[src/rtl/qd_mult_gen_if.sv]
// qd_mult_gen_if: divisor load, digit and result handshakes for qd_mult_gen.
interface qd_mult_gen_if #(
    parameter int WIDTH = 27,
    parameter int CNT_W = 6
);
    logic               d_load;
    logic [WIDTH-1:0]   d_in;
    logic               d_rdy;
    logic               q_valid;
    logic [3:0]         q_digit;
    logic               q_ready;
    logic               out_valid;
    logic [WIDTH+2:0]   out_data;
    logic               out_ready;
    logic               err;
    logic [CNT_W-1:0]   iter_cnt;
    modport master (
        output d_load, d_in, q_valid, q_digit, out_ready,
        input  d_rdy, q_ready, out_valid, out_data, err, iter_cnt
    );
    modport slave (
        input  d_load, d_in, q_valid, q_digit, out_ready,
        output d_rdy, q_ready, out_valid, out_data, err, iter_cnt
    );
endinterface

[src/rtl/qd_mult_gen.sv]
// qd_mult_gen: registered signed q*d multiple generator for radix-4 SRT digits.
module qd_mult_gen #(
    parameter int WIDTH = 27,
    parameter int DMAX  = 3,
    parameter int CNT_W = 6
) (
    input logic         clk,
    input logic         rst,
    qd_mult_gen_if.slave bus
);
    localparam int OUT_W = WIDTH + 3;
    typedef enum logic [1:0] {IDLE, PREP, RUN} state_t;
    state_t             state_q;
    logic [WIDTH-1:0]   d_q;
    logic [WIDTH+1:0]   d3_q;
    logic [OUT_W-1:0]   out_data_q;
    logic               out_valid_q;
    logic               err_q;
    logic [CNT_W-1:0]   cnt_q;
    logic               neg, illegal, accept;
    logic [3:0]         mag_sel;
    logic [WIDTH+1:0]   mag;
    logic [OUT_W-1:0]   prod_d;
    always_comb begin
        neg     = bus.q_digit[3];
        mag_sel = neg ? 4'd0 - bus.q_digit : bus.q_digit;
        illegal = (bus.q_digit == 4'b1000) || (int'(mag_sel) > DMAX);
        mag     = mag_sel == 4'd1 ? {2'b00, d_q} :
                  mag_sel == 4'd2 ? {1'b0, d_q, 1'b0} :
                  mag_sel == 4'd3 ? d3_q : '0;
        prod_d  = illegal ? '0 : neg ? {OUT_W{1'b0}} - {1'b0, mag} : {1'b0, mag};
        accept  = bus.q_valid && bus.q_ready;
    end
    assign bus.q_ready   = (state_q == RUN) && !bus.d_load && (!out_valid_q || bus.out_ready);
    assign bus.d_rdy     = state_q == RUN;
    assign bus.out_valid = out_valid_q;
    assign bus.out_data  = out_data_q;
    assign bus.err       = err_q;
    assign bus.iter_cnt  = cnt_q;
    always_ff @(posedge clk) begin
        if (rst) begin
            state_q     <= IDLE;
            d_q         <= '0;
            d3_q        <= '0;
            out_data_q  <= '0;
            out_valid_q <= 1'b0;
            err_q       <= 1'b0;
            cnt_q       <= '0;
        end else if (bus.d_load) begin
            state_q     <= PREP;
            d_q         <= bus.d_in;
            out_valid_q <= 1'b0;
            err_q       <= 1'b0;
            cnt_q       <= '0;
        end else if (state_q == PREP) begin
            d3_q    <= ({2'b00, d_q} << 1) + {2'b00, d_q};
            state_q <= RUN;
        end else if (accept) begin
            out_data_q  <= prod_d;
            out_valid_q <= 1'b1;
            err_q       <= err_q | illegal;
            cnt_q       <= &cnt_q ? cnt_q : cnt_q + 1'b1;
        end else if (bus.out_ready) begin
            out_valid_q <= 1'b0;
        end
    end
endmodule

[src/flat_wrapper.sv]
// flat-port wrapper written by rule: the top's interface ports become plain ports
module qd_mult_gen_flat 
#(
    parameter int WIDTH = 27,
    parameter int DMAX  = 3,
    parameter int CNT_W = 6
)
  (clk, rst, bus_d_load, bus_d_in, bus_q_valid, bus_q_digit, bus_out_ready, bus_d_rdy, bus_q_ready, bus_out_valid, bus_out_data, bus_err, bus_iter_cnt);
  qd_mult_gen_if #(.WIDTH(WIDTH), .CNT_W(CNT_W)) bus_i ();
  input logic clk;
  input logic rst;
  input wire logic [$bits(bus_i.d_load)-1:0] bus_d_load;
  input wire logic [$bits(bus_i.d_in)-1:0] bus_d_in;
  input wire logic [$bits(bus_i.q_valid)-1:0] bus_q_valid;
  input wire logic [$bits(bus_i.q_digit)-1:0] bus_q_digit;
  input wire logic [$bits(bus_i.out_ready)-1:0] bus_out_ready;
  output wire logic [$bits(bus_i.d_rdy)-1:0] bus_d_rdy;
  output wire logic [$bits(bus_i.q_ready)-1:0] bus_q_ready;
  output wire logic [$bits(bus_i.out_valid)-1:0] bus_out_valid;
  output wire logic [$bits(bus_i.out_data)-1:0] bus_out_data;
  output wire logic [$bits(bus_i.err)-1:0] bus_err;
  output wire logic [$bits(bus_i.iter_cnt)-1:0] bus_iter_cnt;
  assign bus_i.d_load = bus_d_load;
  assign bus_i.d_in = bus_d_in;
  assign bus_i.q_valid = bus_q_valid;
  assign bus_i.q_digit = bus_q_digit;
  assign bus_i.out_ready = bus_out_ready;
  assign bus_d_rdy = bus_i.d_rdy;
  assign bus_q_ready = bus_i.q_ready;
  assign bus_out_valid = bus_i.out_valid;
  assign bus_out_data = bus_i.out_data;
  assign bus_err = bus_i.err;
  assign bus_iter_cnt = bus_i.iter_cnt;
  qd_mult_gen #(.WIDTH(WIDTH), .DMAX(DMAX), .CNT_W(CNT_W)) u_core (.clk(clk), .rst(rst), .bus(bus_i));
endmodule
[config.mk]
export PLATFORM = sky130hd
export DESIGN_NAME = qd_mult_gen_flat
export DESIGN_NICKNAME = d
export VERILOG_FILES = /design/src/rtl/qd_mult_gen_if.sv /design/src/rtl/qd_mult_gen.sv /design/src/flat_wrapper.sv
export SDC_FILE = /design/constraint.sdc
export NUM_CORES = 1
export LEC_CHECK = 0
export ABC_AREA = 1
export CAP_MARGIN = 20
export CORE_MARGIN = 2
export CORE_UTILIZATION = 45
export DETAILED_ROUTE_END_ITERATION = 8
export PLACE_DENSITY = 0.66
export SYNTH_ARGS = -nofsm -noshare
export SYNTH_HDL_FRONTEND = slang
export SYNTH_SLANG_ARGS = --single-unit
[constraint.sdc]
create_clock -name clk -period 3.8 [get_ports clk]
set_input_delay 0.38 -clock clk [delete_from_list [all_inputs] [get_ports clk]]
set_output_delay 0.38 -clock clk [all_outputs]
set_load 0.01 [all_outputs]
* Yosys cells after proc, flatten, opt, wreduce, memory -nomap -nowiden
Cells that the tools add are included.
** Word-level totals
- ROM bits :: 0
- Latch bits :: 0
- Memories :: 0
- Register bits :: 96
- Bits in writable memories :: 0
- Bits of input ports :: 36
** Cells by class
- Add/subtract/negate cells :: 4
- Reduce and logical (&&, ||, !) cells :: 16
- $mul :: 0
- Equality and inequality tests :: 6
- Div/mod/pow operators :: 0
- Bitwise operators :: 4
- Shifts and indexed selects :: 0
- Muxes and demuxes :: 10
- $lt $le $gt $ge :: 1
** Operators by type and width (number)
- $mux 29 :: 3
- $mux 30 :: 2
- $sub 1x29->30 const A :: 1
- $add 28x27->29 :: 1
- $eq 4x2->1 const B :: 2
- $add 6x1->6 const B :: 1
- $reduce_and 2->1 :: 3
- $reduce_and 3->1 :: 2
- $reduce_and 6->1 :: 1
- $eq 4x1->1 const B :: 1
- $eq 4x4->1 const B :: 1
- $gt 4x2->1 const B :: 1
- $mux 1 :: 4
- $mux 4 :: 1
- $reduce_bool 2->1 :: 2
- $sub 1x4->4 const A :: 1
- $logic_and 1x1->1 :: 3
- $not 1->1 :: 3
- $eq 2x1->1 const B :: 1
- $eq 2x2->1 const B :: 1
- $logic_not 1->1 :: 2
- $logic_or 1x1->1 :: 2
- $reduce_or 2->1 :: 1
- $or 1x1->1 :: 1

* Longest topological paths before layout
- Depth in word-level cells :: 9
- Gate-level depth with buffers :: 24
- Depth with buffers taken out :: 22

* Worst setup path after synthesis
No wires, ideal clock.
- Path kind :: flip-flop to flip-flop
- Start :: reg u_core.d_q[0]
- End :: reg u_core.d3_q[23]
- Buffers on the path :: 0
- Data arrival time :: 2.386 ns
- Stages on the path, launching flop included :: 15
- Setup slack :: 1.300 ns
- Period minus slack after synthesis :: 2.500 ns
- Cell sequence :: dfxtp_1 ha_1 inv_1 fa_1 inv_1 nand2_1 a21oi_1 a21oi_1 o21ai_0 nand2_1 o2bb2ai_1 o21bai_1 xor2_1 o21bai_1 inv_1
** On the way
- Cells in the longest elaborated chain, start to end :: 1
** RTL lines
- start: declaration :: line qd_mult_gen.sv:14 : logic [WIDTH-1:0] d_q;
- start signal: assignment :: line qd_mult_gen.sv:51 : d_q <= bus.d_in;
- $add 28x27->29 :: line qd_mult_gen.sv:56 : d3_q <= ({2'b00, d_q} << 1) + {2'b00, d_q};
- end signal: assignment :: line qd_mult_gen.sv:56
- end: declaration :: line qd_mult_gen.sv:15 : logic [WIDTH+1:0] d3_q;
Every way passes these cells.
A chain may end at the register's enable or synchronous reset.

* Worst setup path in the final report
- Start :: in bus_q_digit[0]
- End :: reg u_core.out_data_q[28] (netlist: u_core.bus.out_data[28])
** On the way
- Cells in the longest elaborated chain, start to end :: 9
** RTL lines
- start: declaration :: line flat_wrapper.sv:15 : input wire logic [$bits(bus_i.q_digit)-1:0] bus_q_digit;
- $sub 1x4->4 :: line qd_mult_gen.sv:26 : mag_sel = neg ? 4'd0 - bus.q_digit : bus.q_digit;
- $mux 4 :: line qd_mult_gen.sv:26
- $eq 4x2->1 :: line qd_mult_gen.sv:30 : mag_sel == 4'd3 ? d3_q : '0;
- $mux 29 :: line qd_mult_gen.sv:30
- $mux 29 :: line qd_mult_gen.sv:29 : mag_sel == 4'd2 ? {1'b0, d_q, 1'b0} :
- $mux 29 :: line qd_mult_gen.sv:28 : mag = mag_sel == 4'd1 ? {2'b00, d_q} :
- $sub 1x29->30 :: line qd_mult_gen.sv:31 : prod_d = illegal ? '0 : neg ? {OUT_W{1'b0}} - {1'b0, mag} : {1'b0, mag};
- $mux 30 :: line qd_mult_gen.sv:31
- $mux 30 (*) :: line qd_mult_gen.sv:31
- end signal: assignment :: line qd_mult_gen.sv:59 : out_data_q <= prod_d;
- end: declaration :: line qd_mult_gen.sv:16 : logic [OUT_W-1:0] out_data_q;
Mark *: on every way between the ends. The rest lies on a longest branch, timed or not.

==> qor.txt <==
outcome - finished clean
Yosys reg bits - 96
multi-input logic area - 4015 µm²
first-pass GRT wire length - 29.86 mm
area grow syn2layout - 17.10%
drt first pass iters - 5
# resized after CTS - 0
final WL - 17.92 mm
setup ws final - 635.3 ps
vias in the first global route - 6,005
initial DRC count - 444
Final TNS setup - 0 ps
Boundary Pins - 76
fin area - 7711 µm²
critical path launch point - bus_q_digit[0]
die height - 125.0 µm
Max clock buf depth - 2
Synth top area share - 29.18%
DR DRC count - 0
count of cell types in the netlist - 44
critical path capture point type - flop
yosys warns - 0
Die X - 125.0 µm
HPWL after detailed placement - 13.66 mm
sequential fraction of the synthesis area - 29.18%
H-tree depth - 3
Slew headroom - 52.92%
fin. max-slew vios - 0
pwr/cell area - 331.9 nW/µm²
Critical Path Fanout Max - 28
worst slack, placed - 264.4 ps
Sink Count - 96
Final Hold Fails - 0
diode count - 0
Worst Setup Start Kind - input port
Placed Cells - 1,231
final worst-path cycle share - 83.28%
Worst EP required - 4030 ps
crit path DAT - 3400 ps
Final min period - 3165 ps
post-CTS setup buffer count - 0
r2r startpoint - u_core.d_q[0]
total track usage - 23.40%
ys flop type - dfxtp_1
Post-Layout Cell Count - 1,247
Setup Skew - 5.041 ps
via count - 6,653
fmax - 316.0 MHz
Clock Pin Slew Worst Setup and Hold Paths - 70 ps
Congestion Overflow GR - 0
Tightest Hold Check Type - reg2reg
setup repair after global routing missed its margin - false
vias per inst - 5.335
share of cells above drive strength 1 - 6.867%
fin nets - 1,127
dpl cell area - 7436 µm²
TritonCTS clock tree - done
# rows - 44
total die area - 15,620 µm²
antenna violations before repair - 0
worst vdd ir - 0.2100 mV
core area - 14,420 µm²
cell with the most instances after synthesis - nand2_1
wire per inst - 14.37 µm
cell taking the most area after synthesis - dfxtp_1
Final ANT Viol Nets - 0
initial core utilization - 45.65%
cts hold-fix bufs - 0
clock root cell - clkbuf_16
Placer Congestion - 0.8887
endpoints failing setup - 0
TritonCTS buffer count - 9
Reg area - 1922 µm²
syn_nets - 1,072
largest net degree at the start of global routing - 41
number of flops mapped to enable cells by yosys - 0
Slew @ Worst Pin - 705.4 ps
max_cap viols - 0
Synth top cells by count - nand2_1, nor2_1, inv_1, dfxtp_1, a21oi_1
critical path type - in2reg
Leak - 3.622 nW
cell count after synthesis - 1,003
Netlist Area Pre-Place - 6585 µm²
Area contributors post-synth - dfxtp_1, nand2_1, a21oi_1, nor2_1, ha_1
FFs w/ async S/R, synth - 0%
HP Start - u_core.bus.out_data[27]
synthesized area per cell - 6.565 µm²
I/O Buffers - 75
Clk Latency, worst-skew pair - 360 ps
fill count - 1,495
==> cell usage in the layout, fill, tap and decap left out, types with 3 or more instances in the layout <==
cell / netlist / final
nor3_1: 7 / 7
nor2_1: 111 / 111
nand3_1: 77 / 77
inv_1: 103 / 103
nand4_1: 44 / 44
xor2_1: 14 / 14
xnor2_1: 9 / 9
or2_2: 4 / 4
a21oi_1: 85 / 85
o21a_1: 3 / 3
o221ai_1: 3 / 3
nand3_2: 11 / 11
o21ai_0: 63 / 63
buf_4: 0 / 13
dfxtp_1: 96 / 96
inv_2: 4 / 4
ha_1: 32 / 32
nand2_1: 215 / 215
o211ai_1: 9 / 9
nor2_2: 10 / 10
nand3b_1: 5 / 5
inv_4: 3 / 3
clkdlybuf4s50_1: 0 / 75
o21ai_1: 7 / 7
o21bai_1: 17 / 17
nand2_2: 4 / 4
clkinvlp_4: 0 / 3
clkbuf_16: 0 / 9
a31oi_1: 4 / 4
==> per-layer routing <==
layer  part of all wire [%]  track usage (%)  vias to the layer above
met5                      0                0                        -
met4                    1.6            7.059                        0
met3                    4.4            2.567                       21
met2                     45            37.12                      151
met1                     49            33.56                     3022
li1                       -                -                     3459
==> worst max-delay path, cell delays in order <==
cell and delay, ps:
clkdlybuf4s50_1 570, inv_2 80, ha_1 200, inv_1 80
nor2_1 40, nand2_1 90, nand3_4 230, buf_4 320
nand4_1 100, nand3_1 210, nor2_1 190, nand2_1 70
nor2_1 100, nand2_1 80, nand2_1 290, nand3_1 120
nand2_1 80, nand2_1 50, nand2_1 60, a21oi_2 50
==> area by class of cell <==
class / count / area share, %
repair buffers: 88 / 11.00
flip-flops and latches: 96 / 24.92
multi-input cells: 753 / 52.07
well taps: 184 / 2.986
clock buffers: 11 / 3.148
inverters: 110 / 5.452
clock inverters: 5 / 0.4219
==> sequential cells by signal (all words and copies together) (netlist names) <==
signal                count
u_core.bus.out_data      30
u_core.state_q            2
u_core.bus.out_valid      1
u_core.bus.err            1
u_core.d_q               27
u_core.bus.iter_cnt       6
u_core.d3_q              29
==> worst paths after layout <==
| kind | endpoint | depth (start not counted) | slack [ps] |
|---|---|---|---|
| hold / removal | u_core.bus.out_data[27] | 2 | 460 |
| hold reg to reg | u_core.bus.out_data[27] | 2 | 460 |
| setup / recovery | u_core.bus.out_data[28] | 20 | 640 |
| setup reg to reg | u_core.d3_q[21] | 15 | 830 |
==> logic make-up after synthesis <==
| logic type | after synthesis | synth area share (%) |
|---|---|---|
| adders and majority gates | 33 | 6.384 |
| buffers and inverters | 154 | 9.842 |
| and+or+nand+nor | 497 | 34.50 |
| xor gates and xnor gates | 23 | 3.059 |
| DFF | 96 | 29.18 |
| AOI/OAI and AO/OA | 200 | 17.02 |
==> stage by stage <==
step / hold WS [ps] / util (%) / power [mW]
finish: 463.4 / 53.46 / 2.559
global route: 486.5 / 53.46 / 2.706
CTS: 465.9 / 53.46 / 2.574
detailed placement: 455.5 / 51.55 / 1.701
global placement: 452.2 / 51.55 / 1.698
floorplan: 445.3 / - / 1.548
==> report_power, final <==
| group | total [mW] | internal, mW | leakage (nW) | switching, mW |
|---|---|---|---|---|
| registers | 1.10 | 1.04 | 0.784 | 0.0506 |
| logic | 0.589 | 0.218 | 2.71 | 0.371 |
| clock network | 0.875 | 0.460 | 0.128 | 0.415 |
| total | 2.56 | 1.72 | 3.62 | 0.837 |
No activity file was read; power rests on OpenSTA's default activity.
